[src/rtl/p_accumulator.sv]
// 48-bit accumulator with load/add/subtract/hold, pattern-detect autoreset and
// an optional saturation state machine compiled in by P_ACC_SATURATE_EN.
module p_accumulator #(
  parameter int unsigned AUTORESET_PATDET = 0,
  parameter logic [47:0] ACC_INIT         = 48'h0
) (
  input  logic        clk,
  input  logic        RSTP,
  input  logic        CEP,
  input  logic [1:0]  OPMODE,
  input  logic [47:0] D,
  input  logic        PATTERNDETECT,
  input  logic        PATTERNBDETECT,
  input  logic        OVERFLOW,
  input  logic        UNDERFLOW,
  output logic [47:0] P,
  output logic        CARRYOUT,
  output logic [1:0]  SAT,
  output logic [7:0]  ACC_CNT
);

  // No valid/ready handshake: CEP qualifies every update, and outputs are
  // registered values that are valid on every cycle after reset.

  localparam logic [1:0] OP_LOAD = 2'b00;
  localparam logic [1:0] OP_ADD  = 2'b01;
  localparam logic [1:0] OP_SUB  = 2'b10;
  localparam logic [1:0] OP_HOLD = 2'b11;

  localparam logic [1:0] SAT_NORMAL = 2'b00;
  localparam logic [1:0] SAT_POS    = 2'b01;
  localparam logic [1:0] SAT_NEG    = 2'b10;

  localparam logic [47:0] P_MAX_POS = 48'h7FFF_FFFF_FFFF;
  localparam logic [47:0] P_MAX_NEG = 48'h8000_0000_0000;

  logic [47:0] p_q;
  logic        carry_q;
  logic [7:0]  cnt_q;
  logic        pd_past_q;

  logic        autoreset;
  logic [48:0] sum;
  logic [48:0] diff;
  logic [7:0]  cnt_inc;

  logic [47:0] op_p;
  logic        op_carry;
  logic [7:0]  op_cnt;

  logic [47:0] nxt_p;
  logic        nxt_carry;
  logic [7:0]  nxt_cnt;

  logic        unused_inputs;

  always_comb begin
    case (AUTORESET_PATDET)
      1:       autoreset = PATTERNDETECT;
      2:       autoreset = pd_past_q & ~PATTERNDETECT;
      default: autoreset = 1'b0;
    endcase
  end

  // Bit 48 of the widened difference is set exactly when p_q < D (borrow).
  assign sum     = {1'b0, p_q} + {1'b0, D};
  assign diff    = {1'b0, p_q} - {1'b0, D};
  assign cnt_inc = (cnt_q == 8'hFF) ? cnt_q : cnt_q + 8'd1;

  always_comb begin
    op_p     = p_q;
    op_carry = carry_q;
    op_cnt   = cnt_q;
    case (OPMODE)
      OP_LOAD: begin
        op_p     = D;
        op_carry = 1'b0;
        op_cnt   = 8'd0;
      end
      OP_ADD: begin
        op_p     = sum[47:0];
        op_carry = sum[48];
        op_cnt   = cnt_inc;
      end
      OP_SUB: begin
        op_p     = diff[47:0];
        op_carry = diff[48];
        op_cnt   = cnt_inc;
      end
      default: ;
    endcase
  end

`ifdef P_ACC_SATURATE_EN
  logic [1:0] sat_q;
  logic [1:0] sat_d;

  always_ff @(posedge clk) begin
    if (RSTP) begin
      sat_q <= SAT_NORMAL;
    end else if (CEP) begin
      sat_q <= sat_d;
    end
  end

  always_comb begin
    sat_d = sat_q;
    if (autoreset) begin
      sat_d = SAT_NORMAL;
    end else begin
      case (sat_q)
        SAT_NORMAL: begin
          if (OVERFLOW) begin
            sat_d = SAT_POS;
          end else if (UNDERFLOW) begin
            sat_d = SAT_NEG;
          end
        end
        SAT_POS, SAT_NEG: begin
          if (OPMODE == OP_LOAD) begin
            sat_d = SAT_NORMAL;
          end
        end
        default: sat_d = SAT_NORMAL;
      endcase
    end
  end

  // While saturated only load escapes; add/subtract re-force the rail value.
  always_comb begin
    nxt_p     = op_p;
    nxt_carry = op_carry;
    nxt_cnt   = op_cnt;
    if (autoreset) begin
      nxt_p     = ACC_INIT;
      nxt_carry = 1'b0;
      nxt_cnt   = 8'd0;
    end else begin
      case (sat_q)
        SAT_NORMAL: begin
          if (OVERFLOW || UNDERFLOW) begin
            nxt_p     = OVERFLOW ? P_MAX_POS : P_MAX_NEG;
            nxt_carry = carry_q;
            nxt_cnt   = cnt_q;
          end
        end
        SAT_POS, SAT_NEG: begin
          if (OPMODE == OP_ADD || OPMODE == OP_SUB) begin
            nxt_p     = (sat_q == SAT_POS) ? P_MAX_POS : P_MAX_NEG;
            nxt_carry = carry_q;
            nxt_cnt   = cnt_q;
          end
        end
        default: ;
      endcase
    end
  end

  assign SAT           = sat_q;
  assign unused_inputs = PATTERNBDETECT;
`else
  always_comb begin
    nxt_p     = op_p;
    nxt_carry = op_carry;
    nxt_cnt   = op_cnt;
    if (autoreset) begin
      nxt_p     = ACC_INIT;
      nxt_carry = 1'b0;
      nxt_cnt   = 8'd0;
    end
  end

  assign SAT           = SAT_NORMAL;
  assign unused_inputs = ^{PATTERNBDETECT, OVERFLOW, UNDERFLOW, P_MAX_POS, P_MAX_NEG,
                           SAT_POS, SAT_NEG, OP_HOLD};
`endif

  always_ff @(posedge clk) begin
    if (RSTP) begin
      p_q       <= ACC_INIT;
      carry_q   <= 1'b0;
      cnt_q     <= 8'd0;
      pd_past_q <= 1'b0;
    end else if (CEP) begin
      p_q       <= nxt_p;
      carry_q   <= nxt_carry;
      cnt_q     <= nxt_cnt;
      pd_past_q <= PATTERNDETECT;
    end
  end

  assign P        = p_q;
  assign CARRYOUT = carry_q;
  assign ACC_CNT  = cnt_q;

endmodule

[config.mk]
export PLATFORM = sky130hd
export DESIGN_NAME = p_accumulator
export DESIGN_NICKNAME = d
export VERILOG_FILES = /design/src/rtl/p_accumulator.sv
export SDC_FILE = /design/constraint.sdc
export NUM_CORES = 1
export LEC_CHECK = 0
export CAP_MARGIN = 30
export CELL_PAD_IN_SITES_DETAIL_PLACEMENT = 1
export CELL_PAD_IN_SITES_GLOBAL_PLACEMENT = 1
export CORE_ASPECT_RATIO = 2
export CORE_UTILIZATION = 44
export DETAILED_ROUTE_END_ITERATION = 10
export PLACE_DENSITY_LB_ADDON = 0.1
export SYNTH_ARGS = -nofsm -noshare
export SYNTH_HDL_FRONTEND = slang
export SYNTH_SLANG_ARGS = --single-unit
[constraint.sdc]
create_clock -name clk -period 9.1 [get_ports clk]
set_input_delay 0.91 -clock clk [delete_from_list [all_inputs] [get_ports clk]]
set_output_delay 0.91 -clock clk [all_outputs]
set_load 0.005 [all_outputs]
==> impl_metrics.csv, run 1 <==
group,metric,value,unit
drt,ant_nets,0,
setup_path,timing.rr.start,"P[0]",
flow_run,drv_cap,0,
logic_synthesis,synth_edf_count,0,
timing,finalSetupViolCount,0,
drt,wl,37.62,mm
cts,cts.path.max_buffers,2,
final_layout,n_antenna_cell,0,
cts,ctsHoldBuffers,0,
power_and_ir_drop,netSwitchingFraction,44.59,%
final_layout,syn2layout_area_growth,17.06,%
placed_design,place_hpwl,28.39,mm
setup_path,endpoint_kind,"register",
drt,drt-initial-drc-count,415,
outcome,status,"finished clean",
setup_path,worstPathArrival,5.47,ns
power_and_ir_drop,power.clock.fraction,26.1,%
logic_synthesis,synthArstFlopShare,0,%
placed_design,port-buffer-count,109,
final_layout,fillers,2522,
cts,post_cts_buffers,0,
min_path,hp-start,"P[10]",
min_path,holdPathEnd,"P[10]",
timing,fmax,191.3,MHz
final_layout,nets,1479,
die,die_height,201,um
logic_synthesis,syn_area,8712,um2
setup_path,reg2reg_slack,4.57,ns
power_and_ir_drop,seq_power_share,22.8,%
global_route,grt_antenna_before_repair,0,
cts,ctsResizeCount,0,
drt,first_pass_iters,4,
power_and_ir_drop,p_per_area,125.5,nW/um2
global_route,grt_pass1_wl,57.58,mm
power_and_ir_drop,comb_power_share,51.1,%
cts,clkLatencyLatePin,0.36,ns
drt,wire_per_inst,23.79,um
cts,cts_buffers,9,
die,initial_core_util,44.98,%
timing,setup_tns,0,ns
power_and_ir_drop,ir_drop,0.07503,mV
global_route,grt_overflow,0,
timing,slew_violations,0,
logic_synthesis,yosys_warnings,0,
min_path,whs_path_depth,2,
global_route,grt_use_total,37.16,%
cts,cts.sinks,57,
setup_path,worstSetupStartpointType,"input port",
global_route,grt_pass1_vias,10840,
power_and_ir_drop,power_leakage,4.169,nW
timing,relSlewSlack,41.04,%
global_route,grt_max_degree,48,
logic_synthesis,ys_seq_area_share,13.10,%
timing,hold_viol,0,
die,rows,72,
cts,htreeDepth,3,
min_path,min_path_type,"reg -> reg",
final_layout,finish.utilization,52.65,%
setup_path,rr_endpoint,"CARRYOUT",
cts,cts_root_buffer,"clkbuf_16",
timing,layout_min_cycle_time,5.226,ns
drt,via_per_inst,6.545,
placed_design,gp_congestion,0.9463,
final_layout,mostFrequentLayoutCell,"a21oi_1",
power_and_ir_drop,intPower,709.1,uW
setup_path,critical_path_class,"in -> reg",
logic_synthesis,synth.distinct_cells,88,
die,die_w,101.5,um
final_layout,drive_gt1_share,4.917,%
die,coreArea,19370,um2
logic_synthesis,syn_inst,1264,
power_and_ir_drop,p_total,1.280,mW
setup_path,worst_r2r_path_depth,13,
logic_synthesis,avgSynthCellArea,6.892,um2
drt,drc,0,
timing,rsz0062_at_grt,"no",
drt,vias,10350,
setup_path,path_max_fanout,4,
logic_synthesis,synth_flop_cell,"dfxtp_1",
timing,skew,0.007264,ns
power_and_ir_drop,power.switching,570.6,uW
die,die_area,20400,um2
logic_synthesis,ys_ff_latch,57,
setup_path,required,9.34,ns
cts,tritoncts,"done",
cts,clk_pin_slew,0.06,ns
final_layout,final_cell_mix,"a21oi_1, nor2_1, clkdlybuf4s50_1",
timing,finalCritPeriodShare,57.43,%
timing,worstMarginPinSlew,0.8769,ns
die,ios,116,
-- worst max path at each step --
stage                     from  cells past startpoint        to
final                     D[0]                     14  CARRYOUT
after global routing      D[0]                     14  CARRYOUT
after CTS                 D[0]                     14  CARRYOUT
after detailed placement  D[0]                     14  CARRYOUT
after global placement    D[2]                     13     P[44]
after floorplan           D[9]                     13     P[39]
-- metrics by stage --
stage / worst slack (ns) / hold WS (ns) / instances / area (um2)
floorplan: 5.083 / 0.4799 / 1265 / 8716
global placement: 3.554 / 0.4826 / 1565 / 9906
detailed placement: 3.792 / 0.4988 / 1567 / 9928
CTS: 4.080 / 0.5084 / 1581 / 10200
global route: 3.641 / 0.5219 / 1581 / 10200
finish: 3.874 / 0.5067 / 1581 / 10200
-- sequential cells by signal, indices dropped and copies added, names as in the netlist --
register and cells:
ACC_CNT 8, CARRYOUT 1, P 48
-- critical path, cell delays in order --
cell	delay, ns
clkdlybuf4s50_1	0.52
ha_1	0.23
inv_1	0.07
fa_1	0.43
o21ba_2	0.25
or4_1	0.44
a31oi_1	0.62
o31ai_1	0.13
o21ai_0	0.21
o21ai_0	0.16
buf_4	0.21
o41ai_1	0.60
a2111oi_0	0.28
o311ai_0	0.40
-- cells in the mapped netlist (10+ instances only) --
cell type,instances,area share [%]
a211oi_1,29,2.5
a21o_1,12,1.0
a21oi_1,139,8.0
a221o_1,13,1.5
a221oi_1,15,1.5
a311oi_1,14,1.4
a31oi_1,21,1.5
clkbuf_1,69,3.0
dfxtp_1,57,13
ha_1,101,15
inv_1,99,4.3
mux2i_1,12,1.4
nand2_1,84,3.6
nand2b_1,15,1.1
nand3_1,31,1.8
nand4_1,17,1.2
nor2_1,132,5.7
nor2b_1,14,1.0
nor3_1,34,2.0
nor4_1,14,1.0
o211ai_1,22,1.9
o21a_1,10,0.86
o21ai_0,80,4.6
o21bai_1,23,2.0
o221ai_1,13,1.3
o31ai_1,19,1.6
xnor2_1,21,2.1
-- layer usage --
metal / routed length (um) / track usage (%) / share of wire (%)
met5: 0 / 0 / 0
met1: 12710 / 34.71 / 34
met4: 3467 / 32.71 / 9.2
met3: 1878 / 5.780 / 5.0
met2: 19560 / 67.25 / 52
-- cell families after synthesis --
kind of cell | count (synthesis) | share of synthesized area, %
flops | 57 | 13.10
mux | 12 | 1.379
simple gates | 393 | 21.82
buf+inv | 185 | 8.287
fa+ha+maj | 103 | 14.96
other cells | 1 | 0.04304
xor+xnor | 29 | 2.915
compound gates | 484 | 37.50
-- layout make-up --
cell class | count | area [um2] | area share [%]
clock buffer | 11 | 252.7 | 2.478
clock inverter | 3 | 17.52 | 0.1718
inverter | 103 | 386.6 | 3.791
multi-input combinational | 1023 | 6863 | 67.29
sequential | 57 | 1141 | 11.19
tap | 259 | 324.1 | 3.178
timing repair buffer | 125 | 1214 | 11.90
-- power groups by stage --
stage	Sequential, mW	Combinational (mW)	Clock (mW)
after detailed placement	0.297	0.639	0
after global routing	0.295	0.704	0.346
after floorplan	0.293	0.420	0
after global placement	0.296	0.624	0
after CTS	0.292	0.644	0.339
final	0.292	0.654	0.334
Note: power is estimated with default switching activity, not from simulation.
==> run 2: changes to the inputs <==
--- a/config.mk
+++ b/config.mk
@@ -9,7 +9,7 @@
 export CELL_PAD_IN_SITES_DETAIL_PLACEMENT = 1
 export CELL_PAD_IN_SITES_GLOBAL_PLACEMENT = 1
 export CORE_ASPECT_RATIO = 2
-export CORE_UTILIZATION = 44
+export CORE_UTILIZATION = 37
 export DETAILED_ROUTE_END_ITERATION = 10
 export PLACE_DENSITY_LB_ADDON = 0.1
 export SYNTH_ARGS = -nofsm -noshare
==> constraint.sdc (replaced) <==
create_clock -name clk -period 4.5 [get_ports clk]
set_input_delay 0.45 -clock clk [delete_from_list [all_inputs] [get_ports clk]]
set_output_delay 0.45 -clock clk [all_outputs]
set_load 0.005 [all_outputs]
==> run 2 against run 1 <==
Against the previous run: final area rose by 4.9%; clock-buffer cell count rose by 1; combinational power rose by 110%; core utilization fell by 6.6 points; worst setup slack got worse by 3.5 ns; largest cell class unchanged; critical endpoint is now P[39]; clock power rose by 120%.
==> impl_metrics.csv, run 2 (same netlist as run 1, synthesis figures left out) <==
group,metric,value,unit
drt,routed-wl-met2,20.16,mm
global_route,grt_use_total,31.31,%
setup_path,timing.rr.start,"P[9]",
final_layout,syn2layout_area_growth,22.79,%
final_layout,finish.utilization,46.05,%
placed_design,gp_congestion,0.9636,
cts,clkLatencyLatePin,0.36,ns
global_route,grt_antenna_before_repair,0,
drt,drt-initial-drc-count,317,
drt,first_pass_iters,5,
final_layout,fillers,3016,
global_route,grt_overflow,0,
final_layout,design_area,10700,um2
die,rows,79,
final_layout,mostFrequentLayoutCell,"a21oi_1",
die,die_height,219.0,um
global_route,grt_max_degree,47,
drt,wl_met1,13.48,mm
drt,wire_per_inst,22.62,um
cts,tritoncts,"done",
timing,rsz0062_at_grt,"no",
drt,wl,37.68,mm
timing,fmax,241.2,MHz
final_layout,drive_gt1_share,9.038,%
setup_path,rr_endpoint,"P[39]",
placed_design,place_hpwl,29.99,mm
cts,cts_root_buffer,"clkbuf_16",
cts,ctsHoldBuffers,0,
min_path,whs_path_depth,2,
setup_path,worstSetupStartpointType,"input port",
setup_path,endpoint_kind,"register",
timing,relSlewSlack,39.85,%
drt,vias,10330,
power_and_ir_drop,p_per_area,253.0,nW/um2
die,ios,116,
global_route,grt_pass1_vias,10970,
power_and_ir_drop,ir_drop,0.2721,mV
cts,cts_buffers,9,
min_path,hp-start,"P[6]",
placed_design,place_area,10400,um2
timing,hold_viol,0,
timing,setup_tns,0,ns
die,die_area,24200,um2
global_route,grt_pass1_wl,59.30,mm
setup_path,worstPathArrival,4.43,ns
setup_path,critical_path_class,"in -> reg",
cts,post_cts_buffers,0,
setup_path,path_max_fanout,5,
drt,via_per_inst,6.202,
final_layout,largest_reg_flops,48,
drt,drc,0,
timing,finalSetupViolCount,0,
die,die_w,110.5,um
timing,layout_min_cycle_time,4.145,ns
setup_path,worst_r2r_path_depth,12,
drt,top_layer,"met4",
die,initial_core_util,37.51,%
flow_run,drv_cap,0,
placed_design,preCtsSetupSlack,0.02322,ns
drt,wl_met3,1.182,mm
timing,timing.final.ws_setup,0.3546,ns
power_and_ir_drop,power_leakage,4.468,nW
min_path,holdPathEnd,"P[6]",
placed_design,port-buffer-count,109,
final_layout,final_cell_mix,"a21oi_1, nor2_1, clkdlybuf4s50_1",
drt,ant_nets,0,
outcome,status,"finished clean",
timing,finalCritPeriodShare,92.12,%
cts,clk_pin_slew,0.06,ns
min_path,min_path_type,"reg -> reg",
die,coreArea,23230,um2
setup_path,required,4.79,ns
final_layout,nets,1539,
setup_path,reg2reg_slack,0.63,ns
cts,ctsResizeCount,0,
timing,skew,0.007128,ns
cts,htreeDepth,3,
cts,cts.sinks,57,
final_layout,n_antenna_cell,0,
timing,slew_violations,0,
timing,worstMarginPinSlew,0.8990,ns
cts,cts.path.max_buffers,2,
run 2: cell count changes in the layout (fill, tap and decap cells not counted):
cell             delta
clkinvlp_4          -1
clkdlybuf4s15_2     -1
buf_6               -1
buf_4              +62
bufinv_16           +1
clkbuf_1            +1
run 2: worst max path at each step:
stage	start	to	slack (ns)	depth (start not counted)
after floorplan	D[9]	P[39]	0.94	13
after global placement	D[9]	P[39]	0.03	14
after detailed placement	D[9]	P[39]	0.02	14
after CTS	D[9]	P[39]	0.39	14
after global routing	D[9]	P[39]	0.23	14
final	D[9]	P[39]	0.35	14
run 2: critical path, cell delays in order:
cell and delay, ns:
clkdlybuf4s50_1 0.48, inv_1 0.06, ha_1 0.31, or3_4 0.40, or4_4 0.45, a2111oi_4 0.46, nor3_2 0.17, a2111oi_2 0.38
buf_4 0.20, nor3_2 0.07, nor4_4 0.28, o21ai_1 0.12, a311o_1 0.42, a211oi_2 0.17
run 2: per-layer routing:
layer | vias to the layer above | GRT usage, %
li1 | 4891 | -
met1 | 5021 | 30.02
met4 | 0 | 24.18
met2 | 281 | 59.90
met3 | 139 | 3.894
met5 | - | 0
run 2: cell type report:
type / instances / area (um2) / area share, %
multi-input cells: 1023 / 6863 / 64.15
repair buffers: 185 / 1657 / 15.49
flip-flops and latches: 57 / 1141 / 10.67
inverters: 103 / 386.6 / 3.614
well taps: 283 / 354.1 / 3.310
clock buffers: 12 / 256.5 / 2.398
clock inverters: 3 / 40.04 / 0.3743
run 2: where the power goes:
part           internal, mW  switching (mW)
combinational         0.545           0.832
clock                 0.454           0.285
sequential            0.544          0.0464
run 2: metrics by stage:
stage | cells | total power [mW] | hold slack, ns
floorplan | 1265 | 1.442 | 0.4799
global placement | 1651 | 1.939 | 0.4863
detailed placement | 1651 | 1.960 | 0.4981
CTS | 1666 | 2.728 | 0.5096
global route | 1666 | 2.873 | 0.5404
finish | 1666 | 2.706 | 0.5051
